File: config.mk
export PLATFORM = sky130hd
export DESIGN_NAME = multicycle_control_fsm
export DESIGN_NICKNAME = d
export VERILOG_FILES = /design/src/rtl/multicycle_control_fsm.sv
export SDC_FILE = /design/constraint.sdc
export NUM_CORES = 1
export LEC_CHECK = 0
export BUFFER_PORTS_ARGS = -buffer_cell sky130_fd_sc_hd__buf_4
export CORE_ASPECT_RATIO = 0.8
export CORE_MARGIN = 8
export CORE_UTILIZATION = 40
export CTS_CLUSTER_DIAMETER = 200
export CTS_CLUSTER_SIZE = 12
export DETAILED_ROUTE_END_ITERATION = 10
export HOLD_SLACK_MARGIN = 0.12
export SLEW_MARGIN = 25
export SYNTH_ARGS = -nofsm -noshare
export SYNTH_HDL_FRONTEND = slang
export SYNTH_SLANG_ARGS = --single-unit
File: constraint.sdc
create_clock -name clk -period 6.75 [get_ports clk]
set_clock_uncertainty 0.2 [all_clocks]
set_input_delay 0.3375 -clock clk [delete_from_list [all_inputs] [get_ports clk]]
set_output_delay 0.3375 -clock clk [all_outputs]
set_load 0.02 [all_outputs]
File: src/rtl/multicycle_control_fsm.sv
// Multi-cycle RV32 control sequencer. It drives the shared memory port, the PC/IR write enables
// and the ALU/regfile controls, and traps on illegal opcodes or memory timeouts.
module multicycle_control_fsm #(
  parameter int unsigned MEM_TIMEOUT = 16,
  parameter int unsigned RETIRE_W    = 32
) (
  input  logic                clk,
  input  logic                rst_n,
  input  logic                run,
  input  logic [6:0]          opcode,
  input  logic                zero,
  input  logic                mem_ready,
  output logic                mem_req,
  output logic                mem_we,
  output logic                iord,
  output logic                ir_write,
  output logic                pc_write,
  output logic                pc_src,
  output logic                alu_src,
  output logic [1:0]          aluop,
  output logic                reg_write,
  output logic                mem_to_reg,
  output logic                illegal_instr,
  output logic                bus_error,
  output logic                retire_pulse,
  output logic [RETIRE_W-1:0] retire_count
);

  localparam int unsigned WaitW = (MEM_TIMEOUT > 1) ? $clog2(MEM_TIMEOUT + 1) : 1;
  // Counter value on the last permitted wait cycle; trapping happens if ready is still low.
  localparam logic [WaitW-1:0] WaitLast = (MEM_TIMEOUT == 0) ? '0 : WaitW'(MEM_TIMEOUT - 1);

  localparam logic [6:0] OpR  = 7'b0110011;
  localparam logic [6:0] OpI  = 7'b0010011;
  localparam logic [6:0] OpLd = 7'b0000011;
  localparam logic [6:0] OpSt = 7'b0100011;
  localparam logic [6:0] OpBr = 7'b1100011;

  localparam logic [1:0] AluAdd  = 2'b00;
  localparam logic [1:0] AluBr   = 2'b01;
  localparam logic [1:0] AluFunc = 2'b10;

  typedef enum logic [2:0] {
    StIdle,
    StFetch,
    StDecode,
    StExecute,
    StMem,
    StWriteback,
    StBranch,
    StTrap
  } state_e;

  typedef enum logic [2:0] {
    ClsR,
    ClsI,
    ClsLd,
    ClsSt,
    ClsBr,
    ClsIll
  } cls_e;

  state_e              state_q, state_d;
  cls_e                cls_q, cls_d;
  cls_e                dec_cls;
  logic [WaitW-1:0]    wait_q, wait_d;
  logic [RETIRE_W-1:0] retire_q, retire_d;
  logic                illegal_q, illegal_d;
  logic                bus_q, bus_d;
  logic                cls_alu;
  logic                timeout_hit;

  always_comb begin
    case (opcode)
      OpR:     dec_cls = ClsR;
      OpI:     dec_cls = ClsI;
      OpLd:    dec_cls = ClsLd;
      OpSt:    dec_cls = ClsSt;
      OpBr:    dec_cls = ClsBr;
      default: dec_cls = ClsIll;
    endcase
  end

  assign cls_alu     = (cls_q == ClsR) || (cls_q == ClsI);
  assign timeout_hit = (MEM_TIMEOUT != 0) && !mem_ready && (wait_q == WaitLast);

  always_comb begin
    state_d      = state_q;
    cls_d        = cls_q;
    wait_d       = '0;
    retire_d     = retire_q;
    illegal_d    = illegal_q;
    bus_d        = bus_q;
    mem_req      = 1'b0;
    mem_we       = 1'b0;
    iord         = 1'b0;
    ir_write     = 1'b0;
    pc_write     = 1'b0;
    pc_src       = 1'b0;
    alu_src      = 1'b0;
    aluop        = AluAdd;
    reg_write    = 1'b0;
    mem_to_reg   = 1'b0;
    retire_pulse = 1'b0;

    unique case (state_q)
      StIdle: begin
        if (run) state_d = StFetch;
      end
      StFetch: begin
        mem_req = 1'b1;
        if (mem_ready) begin
          ir_write = 1'b1;
          pc_write = 1'b1;
          state_d  = StDecode;
        end else if (timeout_hit) begin
          bus_d   = 1'b1;
          state_d = StTrap;
        end else if (MEM_TIMEOUT != 0) begin
          wait_d = wait_q + 1'b1;
        end
      end
      StDecode: begin
        cls_d = dec_cls;
        case (dec_cls)
          ClsBr:   state_d = StBranch;
          ClsIll: begin
            illegal_d = 1'b1;
            state_d   = StTrap;
          end
          default: state_d = StExecute;
        endcase
      end
      StExecute: begin
        alu_src = (cls_q != ClsR);
        aluop   = cls_alu ? AluFunc : AluAdd;
        state_d = cls_alu ? StWriteback : StMem;
      end
      StMem: begin
        mem_req = 1'b1;
        iord    = 1'b1;
        alu_src = 1'b1;
        mem_we  = (cls_q == ClsSt);
        if (mem_ready) begin
          if (cls_q == ClsSt) retire_pulse = 1'b1;
          else                state_d      = StWriteback;
        end else if (timeout_hit) begin
          bus_d   = 1'b1;
          state_d = StTrap;
        end else if (MEM_TIMEOUT != 0) begin
          wait_d = wait_q + 1'b1;
        end
      end
      StWriteback: begin
        reg_write    = 1'b1;
        mem_to_reg   = (cls_q == ClsLd);
        retire_pulse = 1'b1;
        if (cls_alu) begin
          alu_src = (cls_q == ClsI);
          aluop   = AluFunc;
        end
      end
      StBranch: begin
        aluop        = AluBr;
        pc_src       = 1'b1;
        pc_write     = zero;
        retire_pulse = 1'b1;
      end
      StTrap: begin
        // Held here until reset; flags remain set.
      end
      default: state_d = StIdle;
    endcase

    if (retire_pulse) begin
      retire_d = retire_q + 1'b1;
      state_d  = run ? StFetch : StIdle;
    end
  end

  always_ff @(posedge clk or negedge rst_n) begin
    if (!rst_n) begin
      state_q   <= StIdle;
      cls_q     <= ClsR;
      wait_q    <= '0;
      retire_q  <= '0;
      illegal_q <= 1'b0;
      bus_q     <= 1'b0;
    end else begin
      state_q   <= state_d;
      cls_q     <= cls_d;
      wait_q    <= wait_d;
      retire_q  <= retire_d;
      illegal_q <= illegal_d;
      bus_q     <= bus_d;
    end
  end

  assign illegal_instr = illegal_q;
  assign bus_error     = bus_q;
  assign retire_count  = retire_q;

endmodule

# Word-level counts from Yosys, hierarchy flattened
# Index checks and enable logic that the tools add are counted.
# classes
addsub,2
mul,0
div_mod_pow,0
magnitude_cmp,0
eq_ne,19
shifts,0
muxes,30
n_bitwise,1
reduce_logical,13
# op_table
op,n
32-bit by 1-bit adder with 32-bit output (second input constant),1
3-bit case mux with 5 select lines,2
3-bit two-way mux,6
3-bit equality test (second input constant),5
5-bit two-way mux,3
7-bit by 6-bit equality test with 1-bit output (second input constant),2
1-bit two-way mux,13
3-bit by 2-bit equality test with 1-bit output (second input constant),4
7-bit by 2-bit equality test with 1-bit output (second input constant),1
7-bit by 5-bit equality test with 1-bit output (second input constant),1
7-bit equality test (second input constant),1
3-bit by 1-bit equality test with 1-bit output (second input constant),2
3-bit logical NOT,2
3-bit case mux with 2 select lines,1
3-bit AND reduction,2
6-bit nonzero test,1
2-bit OR reduction,3
5-bit by 1-bit adder with 5-bit output (second input constant),1
5-bit by 4-bit equality test with 1-bit output (second input constant),1
4-bit != test (second input constant),1
1-bit case mux with 2 select lines,2
2-bit case mux with 2 select lines,1
3-bit != test (second input constant),1
1-bit case mux with 3 select lines,1
7 further kinds,7
# word_totals
reg_bits,45
latch_bits,0
ramBits,0
rom_bits,0
in_bits,12
elab_cells,71
mem_count,0

# Depth between registers and ports, before layout
# logic_depth
ltp_word,6
ltp_mapped,6
ltp_nobuf,5

# Least setup slack after synthesis
# OpenSTA, ideal clock, no wires.
# synth_path
path_kind,reg-to-output
start,register state_q[0]
end,output port mem_to_reg
arrival_time_ns,1.885
required_ns,6.213
setup_slack_ns,4.328
stages_incl_launch_ff,5
n_path_buf,2
cell_sequence,dfrtp_1 -> clkbuf_1 -> clkbuf_1 -> and3_1 -> nor4bb_1
# synth_via
elab_chain_cells,2
# synth_rtl
element,line,rtl
"start, declared",63,"state_e state_q, state_d;"
"start signal, assigned",183,state_q <= StIdle;
"start signal, assigned",190,state_q <= state_d;
3-bit equality test,106,unique case (state_q)
1-bit two-way mux,106,
"end, declared",22,"output logic mem_to_reg,"
# Every way passes these cells.

# Worst setup path in the final report
# layout_path
start,register state_q[0]
end,output port retire_pulse
# layout_via
elab_chain_cells,3
word_cells_on_any_way,5
cone_classes,eq/ne: 3; mux: 1; reduce/logical: 1
# layout_rtl
element,line,rtl
3-bit equality test,106,
2-bit OR reduction (no line),--,
1-bit case mux with 2 select lines (*),106,
"end, declared",25,"output logic retire_pulse,"
# Every way passes the cells marked *; elsewhere a longest branch is shown, timed or not.

==> results.toml <==
[synthesis]
syn_avg_cell_area_sq_um = 10.37
netlist_area_sq_mm = 0.002313
synth_nets = 237
ys.warnings.count = 0
ys_types = 49
synthArstFlopShare_pct = 100.0
ys_ff_latch = 45
synth_cells = 223
synth_edf_count = 0
yosysSeqAreaShare_pct = 48.67
synth_top_flop_cell = "dfrtp_1"

[finish]
register_area_sq_mm = 0.001126
fillCellCount = 543
multiInputGateArea_sq_mm = 0.001150
antenna_cells = 0
syn_to_final_growth_pct = 26.23
drive_above_1_share_pct = 25.89
nets = 296

[worst_setup_path]
regToRegSetupSlack_ns = 4.48
required_ns = 6.21
worstPathArrival_ns = 2.06
r2r-end = "retire_count[30]"
crit_type = "reg -> out"
worstSetupStartpointType = "register"
crit_fanout = 17
crit_start = "state_q[0]"
worst_setup_path_end_kind = "output pin"
crit_end = "retire_pulse"
reg2reg_from = "retire_count[2]"
reg2regPathDepth = 4

[die]
placementRows = 24
io_pins = 58
die_h_um = 84.02
core-area_sq_mm = 0.005525
die_w_um = 101.0
floorplan.initialDensity_pct = 41.87
die_area_sq_mm = 0.008488

[min_path]
hp-class = "in -> reg"

[grt]
grt_use_total_pct = 13.47
grt_start_max_net_pins = 46
grt_pass1_wl_um = 9273
grt_pass1_vias = 1761
antenna_found_initial = 0
grt_overflow_total = 0

[placement]
dpl.hpwl_um = 4063
place_ws_ns = 4.307
gp_congestion = 0.7856
io_buffers = 57

[drt]
initialDrtViolationCount = 93
finalWirelength_um = 5481
viasPerCell = 5.264
via_count = 1895
antenna_left = 0
wire_per_inst_um = 15.23
drc = 0
dr.pass1.iters = 4

[clocking]
numCtsBuffers = 5
clk_pin_slew_ns = 0.08
clk_path_buf_depth = 2
postCtsSetupBuffers = 0
cts_sinks = 45
cts-htree-levels = 2
cts_root_buf = "clkbuf_8"
cts_hold_buffers = 1
cts-resized-gates = 0
cts_tree = "built"
clk_latency_ns = 0.29

[job]
maxCapViolCount = 0

[sta]
holdWs_ns = 0.1587
fin_ws_ns = 4.153
hold_viol_final = 0
min_period_ns = 2.597
finalCritPeriodShare_pct = 38.47
slew_headroom_pct = 35.76
tightestPinTransition_ns = 0.9556
fmax_mhz = 385.1
setup_viol = 0
slew_violations = 0
rsz0062_at_grt = "no"
fin_tns_setup_ns = 0

[status]
outcome = "completed"

[pwr]
powerDensity_mw_per_mm2 = 301.6
p_leak_nw = 1.233
ir_drop_uv = 154.8
==> placed cells by master (no fill, tap or decap), drive strengths merged, types with 2 or more instances in the layout <==
cell    count
and2        4
nand2b      3
ha          2
nor4        6
or3         3
inv         5
nand3      16
nor4bb      2
o21ai       3
buf        57
and3        4
a21o        2
nand2      12
clkbuf      7
dfrtp      45
nor2       18
nand4      19
and4b       2
nor3        4
and4        2
a21oi       5
or4         2
xor2        7
nor3b       2
o21bai      2
xnor2      28
a211oi      2
==> logic make-up (layout without fill, tap and decap cells) <==
logic type / after synthesis / after routing / share of synthesized area, %
AND/OR/NAND/NOR: 104 / 104 / 26.61
multiplexers: 1 / 1 / 0.4867
buffers and inverters: 12 / 71 / 2.163
AO/OA/AOI/OAI: 24 / 24 / 7.409
flip-flops: 45 / 45 / 48.67
adder cells (fa/ha/maj): 2 / 2 / 1.081
XOR/XNOR: 35 / 35 / 13.58
==> metal layers <==
metal | part of all wire (%) | vias to the layer above | global-route usage (%)
met2 | 44 | 34 | 18.68
met3 | 4.4 | 2 | 3.333
met4 | 0.42 | 0 | 3.239
li1 | - | 931 | -
met5 | 0 | - | 0
met1 | 51 | 928 | 19.99
==> critical path, cell delays in order, from the launching register on <==
cell and delay, ns:
dfrtp_1 0.56, nor2_1 0.34, a21o_1 0.31, clkinv_1 0.30, buf_4 0.25
==> Yosys cell counts (2+ instances only) <==
cell       n  area, sq um
or3_1      3        18.77
xnor2_1   27        236.5
or4_4      2        22.52
a21o_1     2        15.01
nand4_1   18        112.6
and2_1     4        25.02
nor3b_1    2        15.01
nand3_1   16        80.08
a211oi_1   2        15.01
o21bai_1   2        15.01
xor2_1     7        61.31
nor2_1    18        67.56
nor4bb_1   2        20.02
nor4_1     5        31.28
clkbuf_1   4        15.01
dfrtp_1   45         1126
nand2b_1   3        18.77
o21ai_0    3        15.01
and4b_1    2        20.02
a21oi_1    5        25.02
nor3_1     4        20.02
ha_1       2        25.02
and3_1     4        25.02
nand2_1   12        45.04
inv_1      5        18.77
==> worst min path at each step <==
stage,start,endpoint,slack (ns),depth (start not counted)
floorplan,rst_n,bus_error,-0.16,0
global placement,rst_n,wait_q[0],0.17,1
detailed placement,rst_n,wait_q[3],0.17,1
CTS,opcode[4],cls_q[0],0.16,4
global route,opcode[6],illegal_instr,0.18,3
finish,opcode[4],cls_q[0],0.16,4
==> registers in the layout (all words and copies together) (netlist names) <==
name / count
bus_error: 1
wait_q: 5
cls_q: 3
retire_count: 32
state_q: 3
illegal_instr: 1
==> area by class of cell <==
class	instances	share of cell area [%]
inverters	6	0.7712
clock buffers	7	2.956
well taps	78	3.342
multi-input cells	166	39.37
flip-flops and latches	45	38.56
repair buffers	58	15.00
==> metrics by stage <==
| stage | cell area (sq um) | instances | util [%] | power [W] |
|---|---|---|---|---|
| CTS | 2913 | 360 | 52.72 | 0.0008829 |
| global route | 2920 | 360 | 52.85 | 0.0009392 |
| finish | 2920 | 360 | 52.85 | 0.0008808 |
| floorplan | 2313 | 223 | - | 0.0005894 |
| global placement | 2816 | 352 | 50.97 | 0.0007126 |
| detailed placement | 2816 | 352 | 50.97 | 0.0007135 |
==> power by group <==
group          switching (W)  total [W]  internal, W
clock network      0.0000885   0.000170    0.0000814
registers          0.0000730   0.000377     0.000304
logic               0.000190   0.000334     0.000143
Power figures use the tool's default switching activity.
